`src/rtl/pipe_ctrl_unit.sv`:
```
// ID-stage MIPS control decode with registered ID/EX, EX/MEM and MEM/WB control pipelines,
// load-use stall, taken-branch flush, r0 write suppression and a multicycle mult/div hold.
module pipe_ctrl_unit #(
  parameter int MD_LATENCY = 4,
  parameter int ALUOP_W    = 4
) (
  input  logic               clk,
  input  logic               rst_n,
  input  logic               id_valid,
  input  logic [5:0]         id_opcode,
  input  logic [5:0]         id_funct,
  input  logic [4:0]         id_rs,
  input  logic [4:0]         id_rt,
  input  logic [4:0]         id_rd,
  input  logic               ex_branch_taken,
  output logic               pc_hold,
  output logic               ifid_hold,
  output logic               ifid_flush,
  output logic [ALUOP_W-1:0] ex_alu_op,
  output logic               ex_alu_src,
  output logic               ex_ext_op,
  output logic               ex_branch,
  output logic               ex_md_start,
  output logic               mem_read,
  output logic               mem_write,
  output logic               mem_reg_write,
  output logic [4:0]         mem_wreg,
  output logic [4:0]         wb_wreg,
  output logic [1:0]         mem_mem_to_reg,
  output logic [1:0]         wb_mem_to_reg,
  output logic               wb_reg_write,
  output logic               md_busy
);

  localparam logic [5:0] OP_RTYPE = 6'h00;
  localparam logic [5:0] OP_J     = 6'h02;
  localparam logic [5:0] OP_JAL   = 6'h03;
  localparam logic [5:0] OP_BEQ   = 6'h04;
  localparam logic [5:0] OP_BNE   = 6'h05;
  localparam logic [5:0] OP_ADDI  = 6'h08;
  localparam logic [5:0] OP_ADDIU = 6'h09;
  localparam logic [5:0] OP_SLTI  = 6'h0a;
  localparam logic [5:0] OP_SLTIU = 6'h0b;
  localparam logic [5:0] OP_ANDI  = 6'h0c;
  localparam logic [5:0] OP_ORI   = 6'h0d;
  localparam logic [5:0] OP_LUI   = 6'h0f;
  localparam logic [5:0] OP_LW    = 6'h23;
  localparam logic [5:0] OP_SW    = 6'h2b;

  localparam logic [5:0] FN_JR   = 6'h08;
  localparam logic [5:0] FN_JALR = 6'h09;
  localparam logic [5:0] FN_MULT = 6'h18;
  localparam logic [5:0] FN_DIV  = 6'h1a;

  typedef struct packed {
    logic [ALUOP_W-1:0] aluOp;
    logic               aluSrc;
    logic               extOp;
    logic               branch;
    logic               mdStart;
    logic               memRead;
    logic               memWrite;
    logic               regWrite;
    logic [4:0]         wreg;
    logic [1:0]         memToReg;
  } IdExCtrl;

  typedef struct packed {
    logic       memRead;
    logic       memWrite;
    logic       regWrite;
    logic [4:0] wreg;
    logic [1:0] memToReg;
  } ExMemCtrl;

  typedef struct packed {
    logic       regWrite;
    logic [4:0] wreg;
    logic [1:0] memToReg;
  } MemWbCtrl;

  IdExCtrl  idCtrl;
  IdExCtrl  idEx;
  ExMemCtrl exMem;
  MemWbCtrl memWb;
  logic [3:0] mdCount;

  logic isRType, isJ, isJal, isBeq, isBne, isAddi, isAddiu, isSlti, isSltiu;
  logic isAndi, isOri, isLui, isLw, isSw, isJr, isJalr, isMd, usesRt;
  logic [4:0] destReg;
  logic mdBusy, loadUse, flush;

  assign isRType = (id_opcode == OP_RTYPE);
  assign isJ     = (id_opcode == OP_J);
  assign isJal   = (id_opcode == OP_JAL);
  assign isBeq   = (id_opcode == OP_BEQ);
  assign isBne   = (id_opcode == OP_BNE);
  assign isAddi  = (id_opcode == OP_ADDI);
  assign isAddiu = (id_opcode == OP_ADDIU);
  assign isSlti  = (id_opcode == OP_SLTI);
  assign isSltiu = (id_opcode == OP_SLTIU);
  assign isAndi  = (id_opcode == OP_ANDI);
  assign isOri   = (id_opcode == OP_ORI);
  assign isLui   = (id_opcode == OP_LUI);
  assign isLw    = (id_opcode == OP_LW);
  assign isSw    = (id_opcode == OP_SW);
  assign isJr    = isRType && (id_funct == FN_JR);
  assign isJalr  = isRType && (id_funct == FN_JALR);
  assign isMd    = isRType && ((id_funct == FN_MULT) || (id_funct == FN_DIV));

  // I-type results land in rt; jal links into r31
  assign usesRt  = isLw || isLui || isAddi || isAddiu || isAndi || isOri || isSlti || isSltiu;
  assign destReg = usesRt ? id_rt : (isJal ? 5'd31 : id_rd);

  always_comb begin
    idCtrl = '0;
    if (id_valid) begin
      case (id_opcode)
        OP_RTYPE:          idCtrl.aluOp[2:0] = 3'b010;
        OP_BEQ, OP_BNE:    idCtrl.aluOp[2:0] = 3'b001;
        OP_ANDI:           idCtrl.aluOp[2:0] = 3'b100;
        OP_ORI:            idCtrl.aluOp[2:0] = 3'b011;
        OP_SLTI, OP_SLTIU: idCtrl.aluOp[2:0] = 3'b101;
        default:           idCtrl.aluOp[2:0] = 3'b000;
      endcase
      idCtrl.aluOp[3] = id_opcode[0];
      idCtrl.aluSrc   = isLw || isSw || isLui || isAddi || isAddiu || isAndi || isOri
                        || isSlti || isSltiu;
      idCtrl.extOp    = !(isAndi || isOri);
      idCtrl.branch   = isBeq || isBne;
      idCtrl.mdStart  = isMd;
      idCtrl.memRead  = isLw;
      idCtrl.memWrite = isSw;
      idCtrl.regWrite = !(isSw || isBeq || isBne || isJ || isJr || isMd) && (destReg != 5'd0);
      idCtrl.wreg     = destReg;
      idCtrl.memToReg = isLw ? 2'b01 : ((isJal || isJalr) ? 2'b10 : 2'b00);
    end
  end

  assign mdBusy  = (mdCount != 4'd0);
  assign loadUse = id_valid && idEx.memRead && (idEx.wreg != 5'd0)
                   && ((idEx.wreg == id_rs) || (idEx.wreg == id_rt));
  assign flush   = rst_n && ex_branch_taken;

  // A taken branch lets the front end run to the target even while mult/div holds EX
  assign pc_hold    = !flush && (mdBusy || loadUse);
  assign ifid_hold  = pc_hold;
  assign ifid_flush = flush;
  assign md_busy    = mdBusy;

  // During a mult/div hold ID/EX keeps the op (minus its start pulse) and EX/MEM fills with bubbles
  always_ff @(posedge clk or negedge rst_n) begin
    if (!rst_n) begin
      idEx    <= '0;
      exMem   <= '0;
      memWb   <= '0;
      mdCount <= 4'd0;
    end else begin
      memWb.regWrite <= exMem.regWrite;
      memWb.wreg     <= exMem.wreg;
      memWb.memToReg <= exMem.memToReg;
      if (mdBusy) begin
        idEx.mdStart <= 1'b0;
        exMem        <= '0;
        mdCount      <= mdCount - 4'd1;
      end else begin
        exMem.memRead  <= idEx.memRead;
        exMem.memWrite <= idEx.memWrite;
        exMem.regWrite <= idEx.regWrite;
        exMem.wreg     <= idEx.wreg;
        exMem.memToReg <= idEx.memToReg;
        if (flush || loadUse) begin
          idEx <= '0;
        end else begin
          idEx <= idCtrl;
          if (idCtrl.mdStart) mdCount <= 4'(MD_LATENCY - 1);
        end
      end
    end
  end

  assign ex_alu_op      = idEx.aluOp;
  assign ex_alu_src     = idEx.aluSrc;
  assign ex_ext_op      = idEx.extOp;
  assign ex_branch      = idEx.branch;
  assign ex_md_start    = idEx.mdStart;
  assign mem_read       = exMem.memRead;
  assign mem_write      = exMem.memWrite;
  assign mem_reg_write  = exMem.regWrite;
  assign mem_wreg       = exMem.wreg;
  assign mem_mem_to_reg = exMem.memToReg;
  assign wb_reg_write   = memWb.regWrite;
  assign wb_wreg        = memWb.wreg;
  assign wb_mem_to_reg  = memWb.memToReg;

endmodule
```
`config.mk`:
```
export PLATFORM = sky130hd
export DESIGN_NAME = pipe_ctrl_unit
export DESIGN_NICKNAME = d
export VERILOG_FILES = /design/src/rtl/pipe_ctrl_unit.sv
export SDC_FILE = /design/constraint.sdc
export NUM_CORES = 1
export LEC_CHECK = 0
export CAP_MARGIN = 5
export CORE_MARGIN = 4
export CORE_UTILIZATION = 46
export DETAILED_ROUTE_END_ITERATION = 10
export GPL_TIMING_DRIVEN = 0
export PLACE_DENSITY_LB_ADDON = 0.05
export REMOVE_ABC_BUFFERS = 1
export SLEW_MARGIN = 30
export SYNTH_ARGS = -nofsm -noshare
export SYNTH_HDL_FRONTEND = slang
export SYNTH_SLANG_ARGS = --single-unit
```
`constraint.sdc`:
```
create_clock -name clk -period 2.1 [get_ports clk]
set_input_delay 0.42 -clock clk [delete_from_list [all_inputs] [get_ports clk]]
set_output_delay 0.42 -clock clk [all_outputs]
set_load 0.02 [all_outputs]
```
# Word-level counts from Yosys, hierarchy flattened
# Index checks and enable logic that the tools add are counted.
dict set report op_classes {
  addsub 1
  eq_ne 20
  mux 12
  n_reduce_logical 47
}
# op count
set op_table {}
lappend op_table {{6-bit by 4-bit == test with 1-bit output (second input constant)} 9}
lappend op_table {{18-bit two-way mux} 2}
lappend op_table {{1-bit logical OR} 27}
lappend op_table {{3-bit case mux with 5 select lines} 1}
lappend op_table {{6-bit by 2-bit == test with 1-bit output (second input constant)} 2}
lappend op_table {{6-bit by 3-bit == test with 1-bit output (second input constant)} 2}
lappend op_table {{6-bit by 5-bit == test with 1-bit output (second input constant)} 2}
lappend op_table {{6-bit == test (second input constant)} 2}
lappend op_table {{4-bit two-way mux} 3}
lappend op_table {{5-bit == test} 2}
lappend op_table {{10-bit two-way mux} 1}
lappend op_table {{5-bit two-way mux} 2}
lappend op_table {{5-bit nonzero test} 2}
lappend op_table {{1-bit logical AND} 9}
lappend op_table {{6-bit zero test} 1}
lappend op_table {{2-bit two-way mux} 2}
lappend op_table {{4-bit nonzero test} 1}
lappend op_table {{2-bit OR reduction} 2}
lappend op_table {{4-bit by 1-bit subtractor with 4-bit output (second input constant)} 1}
lappend op_table {{1-bit zero test} 3}
lappend op_table {{2-bit inequality test (second input constant)} 1}
lappend op_table {{2-bit AND reduction} 1}
lappend op_table {{2-bit nonzero test} 1}
lappend op_table {{1-bit two-way mux} 1}
dict set report word_totals {
  regBits 40
  input_bits 31
}

# Logic depth before layout (Yosys ltp)
# Gate-level depths: netlist of the first run.
dict set report logic_depth {
  ltp_word 15
  depth_mapped 8
}

# Worst setup path before layout of the first run
# OpenSTA, ideal clock, no wires.
dict set report synth_path {
  path_kind {flip-flop to output port}
  startpoint {reg idEx[2] (netlist name)}
  endpoint {out pc_hold}
  arrival_time_ns 1.772
  path_slack_ns -0.092
  path_stages_with_launch 7
  path_cell_list {dfrtp_1 > xnor2_1 > nand3_1 > o22ai_1 > o2111ai_4 > a21oi_1 > buf_4}
}
dict set report synth_between {
  elab_chain_cells 5
  elab_cells_between_ends 8
  cone_classes {eq/ne: 2; reduce/logical: 6}
}
# item line
set synth_rtl {}
lappend synth_rtl {{from (decl)} 83} ;# IdExCtrl idEx;
lappend synth_rtl {{from (signal assigned)} 175} ;# idEx <= idCtrl;
lappend synth_rtl {{5-bit == test or 5-bit nonzero test (tied branches)} {142, 141}}
lappend synth_rtl {{1-bit logical OR or 1-bit logical AND (tied branches)} {142, 141}}
lappend synth_rtl {{1-bit logical AND (*)} 142} ;# && ((idEx.wreg == id_rs) || (idEx.wreg == id_rt));
lappend synth_rtl {{1-bit logical OR (*)} 146} ;# assign pc_hold = !flush && (mdBusy || loadUse);
lappend synth_rtl {{1-bit logical AND (*)} 146}
lappend synth_rtl {{to (decl)} 16} ;# output logic pc_hold,
# Mark *: on every way between the ends. The rest lies on a longest branch, timed or not.

# Final worst setup path of the first run
dict set report layout_path {
  startpoint {reg idEx[6] (netlist name)}
  endpoint {out ifid_hold}
}
dict set report layout_between {
  elab_chain_cells 5
  elab_cells_between_ends 8
  cone_classes {eq/ne: 2; reduce/logical: 6}
}
# item line
set layout_rtl {}
lappend layout_rtl {{5-bit == test or 5-bit nonzero test (tied branches)} {142, 141}}
lappend layout_rtl {{1-bit logical OR or 1-bit logical AND (tied branches)} {142, 141}}
lappend layout_rtl {{1-bit logical AND (*)} 142}
lappend layout_rtl {{1-bit logical OR (*)} 146}
lappend layout_rtl {{1-bit logical AND (*)} 146}
lappend layout_rtl {{to (decl)} 17} ;# output logic ifid_hold,
# Marks and branches as above.

==> metrics, run 1 <==
Avg WL per Cell=about 15 µm; core area=between 4000 and 5000 µm²; Mapped Cells=191; final hold vios=0; H-Tree Depth=2; drt first pass iters=4; worst endpoint data arrival time=1760 ps; number of port buffers=60; WS Path Type=flip-flop to output port; WP data required=1680 ps; Total Routing Usage GR=a little under a fifth; most common cell after layout, fill and taps aside=clkdlybuf4s50_1; Static Leak=1.28 nW; critical path's slowest cell=or4_4; Syn Area/Cell=10.1 µm²; mux contribution to synthesized area=1.62%; hold_ws=~67 ps; Worst Path Buf+Inv=1; worst-skew pair later-pin latency=290 ps; Starting DRT DRC Count=101; Die X=between 70 and 80 µm; cell area after synthesis=1930 µm²; clock buffer count from CTS=5; number of remaining DRC errors=0; area grow syn2layout=48.8%; clock sinks=38; Hold WC Path Type=primary input to asynchronous set/reset pin; Ant. Diodes=0; number of max-cap violations=0; commonest cells after routing, fill and taps aside=42 x clkdlybuf4s50_1, 33 x dfrtp_1, 22 x nand2_1; critical-path cell list=or4_4 -> o2111ai_4 -> a21oi_2 -> buf_4; Final setup viols=2; die area=5290 µm²; post-synthesis sequential area ratio=between 40% and 50%; minimum clock period=2180 ps; Row Count=23; Pwr Density=971 nW/µm²; crit share post-route=104%; first-pass GRT wire length=just under 8 mm; Worst Skew=5.81 ps; Chip Height=72.7 µm; Synth Area in Simple Gates=19.2%; cell family with most CP delay=simple AND/OR/NAND/NOR gates; Placed Area=2520 µm²; CP peak stage delay=between 500 and 600 ps; vias in the first global route=1,683; largest net degree at the start of global routing=30; post-synthesis compound-gate area fraction=17.7%; setup TNS=-163 ps; YS warnings=0; Tot Pwr=around 0.0028 W; GPL Wtd Cong=0.789; share of cells above drive strength 1=22.3%; antenna violations before repair=0; layout net count=a little under 300; Post-Synth XOR/XNOR Area=4.55%; adder-cell area share of the yosys netlist=0.649%; ANT nets after route=0; failing checks=negative setup slack; Worst Path Max Fanout=4; Worst Tran Pin Value=487 ps; kind of end point of the critical path=output port; drt total wl=4.84 mm; vias=1,675; RSZ-0062 raised after global routing=true; setup ws final=-81.3 ps; HPWL after DPL=3.27 mm; Finished Layout Cells=around 310; status=complete, but fails checks; Via density=5.33; largest family of logic cells by synthesized area=simple AND/OR/NAND/NOR gates; Yosys cell types=42; Most flops, register=idEx; Synth Register Bits=38; initial core utilization=47.8%; Clock Pin Slew Worst Setup and Hold Paths=80 ps; Root Buffer=clkbuf_8; maximum vdd ir drop=roughly 0.65 mV; maximum clock frequency=between 400 and 500 MHz; Final Max Tran Viols=0; grt total ovfl=0; placed cells=287; Startpoint Class=flip-flop; IO Pins=61; max reg flops=9; Final Cell Area=2870 µm²; CTS tree=built; Slew headroom=a little under 70%; largest buffer count on any clock path=2
-- worst paths after layout --
kind                             start          endpoint  slack, ps  cells after the start
setup / recovery               idEx[6]         ifid_hold        -80                      4
hold / removal                   rst_n  wb_mem_to_reg[1]         70                      2
setup reg to reg               idEx[6]           idEx[3]         20                      6
hold reg to reg            mem_wreg[4]        wb_wreg[4]        380                      0
max in group asynchronous        rst_n           idEx[1]       1130                      2
min in group clk           mem_wreg[4]        wb_wreg[4]        380                      0
-- layer usage --
metal | track usage, % | wire (µm) | vias to the layer above
met2 | 32.5 | 2460 | 59
li1 | - | - | 801
met5 | 0 | 0 | -
met1 | 24.0 | 2020 | 808
met4 | 6.56 | 88 | 0
met3 | 3.58 | 267 | 7
-- logic make-up after synthesis --
logic type	after synthesis
compound gates	45
xor+xnor	10
fa+ha+maj	1
buf+inv	27
flops	38
mux	3
simple gates	67
-- per-stage QoR --
step	util [%]	setup slack, ps
floorplan	-	-105
global placement	62.1	-1570
detailed placement	62.6	-791
CTS	68.5	-91.6
global route	71.2	-127
finish	71.2	-81.3
-- synthesized netlist by cell type --
cell type | count | area share, %
a21o_1 | 2 | 0.78
a21oi_1 | 13 | 3.4
a311o_1 | 1 | 0.52
a31oi_1 | 2 | 0.65
and2_1 | 9 | 2.9
and3_1 | 2 | 0.65
and4_1 | 1 | 0.45
buf_2 | 2 | 0.52
buf_4 | 6 | 2.3
buf_6 | 1 | 0.58
clkbuf_1 | 6 | 1.2
dfrtp_1 | 38 | 49
ha_1 | 1 | 0.65
inv_1 | 11 | 2.1
inv_2 | 1 | 0.19
mux2_2 | 1 | 0.58
mux2i_1 | 2 | 1.0
nand2_1 | 22 | 4.3
nand2b_1 | 2 | 0.65
nand3_1 | 7 | 1.8
nand3_4 | 1 | 0.91
nand4_1 | 3 | 0.97
nand4b_1 | 2 | 0.91
nor2_1 | 8 | 1.6
nor3_1 | 2 | 0.52
nor3_2 | 1 | 0.52
nor3b_1 | 1 | 0.39
nor3b_2 | 1 | 0.65
nor4_1 | 1 | 0.32
o2111ai_4 | 1 | 1.4
o21a_1 | 1 | 0.39
o21ai_0 | 8 | 2.1
o21ai_1 | 5 | 1.3
o22ai_1 | 1 | 0.32
o31ai_1 | 3 | 1.2
o31ai_2 | 5 | 3.2
o41ai_2 | 3 | 2.5
or2_2 | 1 | 0.32
or3_1 | 1 | 0.32
or4_1 | 1 | 0.39
or4_4 | 1 | 0.58
xnor2_1 | 10 | 4.5
-- what timing repair did --
action / CTS / global route
setup endpoints to repair: 22 / 14
cloned: 1 / 0
endpoints found under the hold margin: 10 / 0
setup buffers: 8 / 9
resized for setup: 40 / 11
hold buffers: 1 / 0
pin swaps: 10 / 1
-- final cells by class --
cell class	count	area, µm²
repair inverters	1	6.26
clock buffers	5	68.8
fillers	309	1160
inverters	12	52.6
well taps	50	62.6
repair buffers	79	758
multi-input cells	126	893
clock inverters	3	68.8
flip-flops and latches	38	957
-- power by group --
part,switching [W],internal [W]
logic,0.000553,0.000514
clock network,0.000264,0.000476
registers,0.000109,0.000869
total,0.000926,0.00186
(Power assumes the default switching activity.)
==> run 2, diff against run 1 <==
--- a/config.mk
+++ b/config.mk
@@ -9,7 +9,7 @@
 export CORE_MARGIN = 4
 export CORE_UTILIZATION = 46
 export DETAILED_ROUTE_END_ITERATION = 10
-export GPL_TIMING_DRIVEN = 0
+export GPL_TIMING_DRIVEN = 1
 export PLACE_DENSITY_LB_ADDON = 0.05
 export REMOVE_ABC_BUFFERS = 1
 export SLEW_MARGIN = 30
==> run 2 against run 1 <==
  * The flow still finishes with violations (negative setup slack)
  * Wire length up 0.29%
  * Critical path depth is the same
  * Largest cell class unchanged
  * Setup slack worse by 34 ps
  * Combinational power down 6%
  * Clock skew is 4.8 ps higher
  * Die area unchanged
  * Highest routed layer unchanged
  * Critical endpoint unchanged
  * First-iteration DRC count decreased by 6.9%
  * Maximum frequency decreased by 1.5%
==> metrics, run 2 (synthesis gave the netlist of run 1 again) <==
share of cells above drive strength 1=25.8%; DP Worst Slack=-754 ps; Startpoint Class=flip-flop; HPWL after DPL=3.56 mm; clock sinks=38; Post-CTS Hold Fix Bufs=0; GPL Wtd Cong=roughly 0.8; die area=5290 µm²; status=complete, but fails checks; grt total ovfl=0; reg2reg setup slack=-20 ps; crit share post-route=106%; clock buffer count from CTS=5; final hold vios=0; setup ws final=-116 ps; Root Buffer=clkbuf_8; Finished Layout Cells=325; core area=4030 µm²; Final setup viols=4; H-Tree Depth=2; layout net count=306; setup TNS=-252 ps; maximum clock frequency=451 MHz; Chip Height=72.7 µm; Clock Pin Slew Worst Setup and Hold Paths=roughly 80 ps; antenna violations before repair=0; placed cells=311; worst endpoint data arrival time=1800 ps; Avg WL per Cell=between 10 and 15 µm; ANT nets after route=0; vias=about 1.7k; RSZ-0062 raised after global routing=true; minimum clock period=~2200 ps; Total Routing Usage GR=between 10% and 20%; WS Path Type=flip-flop to output port; Worst Path Max Fanout=4; number of remaining DRC errors=0; drt first pass iters=4; Die X=72.7 µm; commonest cells after routing, fill and taps aside=44 x clkdlybuf4s50_1, 34 x dfrtp_1, 33 x buf_4; Most flops, register=idEx; Slew headroom=between 60% and 70%; WP data required=about 1700 ps; Worst Skew=10.6 ps; failing checks=negative setup slack; number of port buffers=60; Via density=5.18; IO Pins=61; max reg flops=9; Starting DRT DRC Count=between 90 and 100; largest net degree at the start of global routing=39; vias in the first global route=1,716; Pwr Density=873 nW/µm²; maximum vdd ir drop=0.649 mV; Static Leak=1.34 nW; largest buffer count on any clock path=2; most common cell after layout, fill and taps aside=clkdlybuf4s50_1; Worst Tran Pin Value=473 ps; Row Count=23; CTS tree=built; number of max-cap violations=0; fillers=310; area grow syn2layout=49.7%; first-pass GRT wire length=8.01 mm; kind of end point of the critical path=output port; drt total wl=between 4 and 5 mm; Hold WC Path Type=primary input to asynchronous set/reset pin; Ant. Diodes=0; initial core utilization=47.8%; worst-skew pair later-pin latency=290 ps; Final Max Tran Viols=0
run 2: area by class of cell:
| type | count | area (µm²) | share of cell area, % |
|---|---|---|---|
| inverter | 12 | 45.0 | 1.56 |
| multi-input combinational | 126 | 910 | 31.5 |
| sequential | 38 | 956 | 33.1 |
| clock buffer | 6 | 82.6 | 2.86 |
| tap | 50 | 62.6 | 2.17 |
| timing repair buffer | 91 | 816 | 28.3 |
| clock inverter | 2 | 12.5 | 0.434 |
run 2: worst paths after layout:
| kind | start | end | depth (start not counted) |
|---|---|---|---|
| max | idEx[6] | ifid_hold | 4 |
| min | rst_n | idEx[1] | 2 |
| max reg2reg | idEx[6] | idEx[6] | 6 |
| min reg2reg | mem_wreg[2] | wb_wreg[2] | 0 |
| max in group asynchronous | rst_n | idEx[2] | 2 |
| min in group clk | mem_wreg[2] | wb_wreg[2] | 0 |
run 2: routing by layer:
layer | vias to the layer above | wire (µm) | track usage, %
met2 | 70 | 2410 | 32.2
met1 | 785 | 2030 | 24.4
met3 | 4 | 363 | 5.51
met4 | 0 | 53 | 8.20
met5 | - | 0 | 0
li1 | 823 | - | -
run 2: what timing repair did:
item                       in CTS  in global routing
setup endpoints to repair       3                 10
gates resized for setup        26                 14
pin swaps                      11                  7
buffers inserted                1                  5
run 2: power breakdown:
group | switching (W) | internal (W)
Clock | 0.000257 | 0.000264
Sequential | 0.000115 | 0.000868
Combinational | 0.000525 | 0.000490
run 2: critical path, cell delays in order, from the launching register on:
cell	delay (ps)
dfrtp_2	450
or4_4	560
o2111ai_4	230
a21oi_2	100
buf_4	160
run 2: per-stage QoR:
step           instance area, µm²  utilization [%]  total power [W]  hold WS, ps
2_1_floorplan                1840                -          0.00147          124
3_3_place_gp                 2680             66.6          0.00187          359
3_5_place_dp                 2680             66.6          0.00192          368
4_1_cts                      2790             69.2          0.00246          258
5_1_grt                      2880             71.6          0.00268          292
6_report                     2880             71.6          0.00252          244
==> run 3, diff against run 2 <==
--- a/config.mk
+++ b/config.mk
@@ -5,13 +5,15 @@
 export SDC_FILE = /design/constraint.sdc
 export NUM_CORES = 1
 export LEC_CHECK = 0
-export CAP_MARGIN = 5
+export CAP_MARGIN = 10
 export CORE_MARGIN = 4
 export CORE_UTILIZATION = 46
 export DETAILED_ROUTE_END_ITERATION = 10
+export GPL_ROUTABILITY_DRIVEN = 0
 export GPL_TIMING_DRIVEN = 1
 export PLACE_DENSITY_LB_ADDON = 0.05
 export REMOVE_ABC_BUFFERS = 1
+export SKIP_LAST_GASP = 1
 export SLEW_MARGIN = 30
 export SYNTH_ARGS = -nofsm -noshare
 export SYNTH_HDL_FRONTEND = slang
==> run 3 against run 2 <==
  * The run still ends with negative setup slack left
  * Sequential share of layout area unchanged
  * Maximum frequency about the same
  * Sequential cell count unchanged
  * Setup slack improved by 1.3 ps
  * Total power about the same
  * Core utilization unchanged
  * Register-to-register slack about the same
  * First-iteration DRC count decreased by 20%
  * Critical endpoint unchanged
  * Cell count unchanged
  * Worst hold slack got worse by 1.8 ps
  * Clock power about the same
==> metrics, run 3 (synthesis gave the netlist of run 1 again) <==
Post-CTS Hold Fix Bufs=0; Register-to-Register Path Depth=6; Placed Area=about 2700 µm²; share of cells above drive strength 1=25.8%; worst endpoint data arrival time=1790 ps; Pwr Density=just under 900 nW/µm²; Crit. path cell count=4; critical path's slowest cell=or4_4; critical-path cell list=or4_4 -> o2111ai_4 -> a21oi_2 -> buf_4; clock buffer count from CTS=5; H-Tree Depth=2; worst-skew pair later-pin latency=between 200 and 300 ps; kind of end point of the critical path=output port; antenna violations before repair=0; CTS tree=built; IO Pins=61; initial core utilization=47.8%; ANT nets after route=0; Final Cell Area=2880 µm²; minimum clock period=approximately 2200 ps; Worst Tran Pin Value=473 ps; Startpoint Class=flip-flop; drt first pass iters=4; Final Max Tran Viols=0; grt total ovfl=0; final core utilization=71.6%; setup ws final=-114 ps; commonest cells after routing, fill and taps aside=44 x clkdlybuf4s50_1, 34 x dfrtp_1, 33 x buf_4; Critical R2R Launch=idEx[6]; first-pass GRT wire length=8.01 mm; Avg WL per Cell=between 10 and 15 µm; Chip Height=72.7 µm; CP peak stage delay=560 ps; number of max-cap violations=0; layout net count=between 300 and 400; Die X=about 73 µm; status=complete, but fails checks; core area=4030 µm²; Slew headroom=68.4%; number of remaining DRC errors=0; Worst Skew=10.7 ps; Clock Pin Slew Worst Setup and Hold Paths=80 ps; reg2reg setup slack=-10 ps; maximum vdd ir drop=0.653 mV; Static Leak=1.33 nW; Most flops, register=idEx; drt total wl=roughly 4.8 mm; failing checks=negative setup slack; WP data required=1680 ps; most common cell after layout, fill and taps aside=clkdlybuf4s50_1; DP Worst Slack=-754 ps; vias=1,669; cell family with most CP delay=simple AND/OR/NAND/NOR gates; largest net degree at the start of global routing=39; Final setup viols=3; Root Buffer=clkbuf_8; Total Routing Usage GR=19.7%; vias in the first global route=~1.7k; max reg flops=9; maximum clock frequency=452 MHz; Worst Path Buf+Inv=1; r2r endpoint=idEx[6]; Worst Path Max Fanout=4; final hold vios=0; HPWL after DPL=3.56 mm; fillers=310; Hold WC Path Type=primary input to asynchronous set/reset pin; number of port buffers=60; crit share post-route=105%; area grow syn2layout=49.7%; largest buffer count on any clock path=2; WS Path Type=flip-flop to output port; Ant. Diodes=0; Row Count=23; die area=5290 µm²; Via density=5.14; Starting DRT DRC Count=75; RSZ-0062 raised after global routing=true; clock sinks=38
==> run 3: cell type report <==
cell class	count	area, µm²	area share, %
clock buffer	6	82.6	2.86
clock inverter	2	12.5	0.434
inverter	12	45.0	1.56
multi-input combinational	126	910	31.5
sequential	38	956	33.1
tap	50	62.6	2.17
timing repair buffer	91	816	28.3
==> run 3: worst max path at each step <==
stage / slack, ps / end / startpoint
global route: -170 / ifid_hold / idEx[6]
floorplan: -110 / ifid_hold / idEx[2]
finish: -110 / ifid_hold / idEx[6]
CTS: -100 / ifid_hold / idEx[4]
global placement: -700 / pc_hold / id_rs[4]
detailed placement: -750 / ifid_hold / id_rs[0]
==> run 3: worst register-to-register path, delay by kind of cell (launching register included) <==
kind	cells	cell delay (ps)
buffers and inverters	2	390
and+or+nand+nor	2	760
AOI/OAI and AO/OA	2	420
DFF	1	450
==> run 3: what timing repair did <==
action                     CTS  global route
setup buffers                1             5
pin swaps                   11             5
gates resized for setup     26            14
gates cloned                 0             0
setup endpoints to repair    3            10
==> run 3: stage by stage <==
stage          hold WS [ps]  setup TNS, ps  instances  total power [W]
3_3_place_gp            359          -2730        311          0.00187
5_1_grt                 292           -729        325          0.00268
2_1_floorplan           124           -228        176          0.00147
4_1_cts                 258           -194        320          0.00246
6_report                243           -237        325          0.00252
3_5_place_dp            368          -4090        311          0.00192
==> run 3: power breakdown <==
part / switching, W / internal [W] / total [W]
Sequential: 0.000115 / 0.000869 / 0.000983
Combinational: 0.000526 / 0.000490 / 0.00102
Clock: 0.000258 / 0.000264 / 0.000521
Total: 0.000899 / 0.00162 / 0.00252
==> run 3: per-layer routing <==
layer / vias up / wire length (µm) / part of all wire (%) / GRT usage, %
met5: - / 0 / 0 / 0
met4: 0 / 59 / 1.2 / 8.20
met3: 4 / 305 / 6.3 / 5.51
met2: 60 / 2380 / 49 / 32.2
met1: 782 / 2100 / 43 / 24.4
li1: 823 / - / - / -
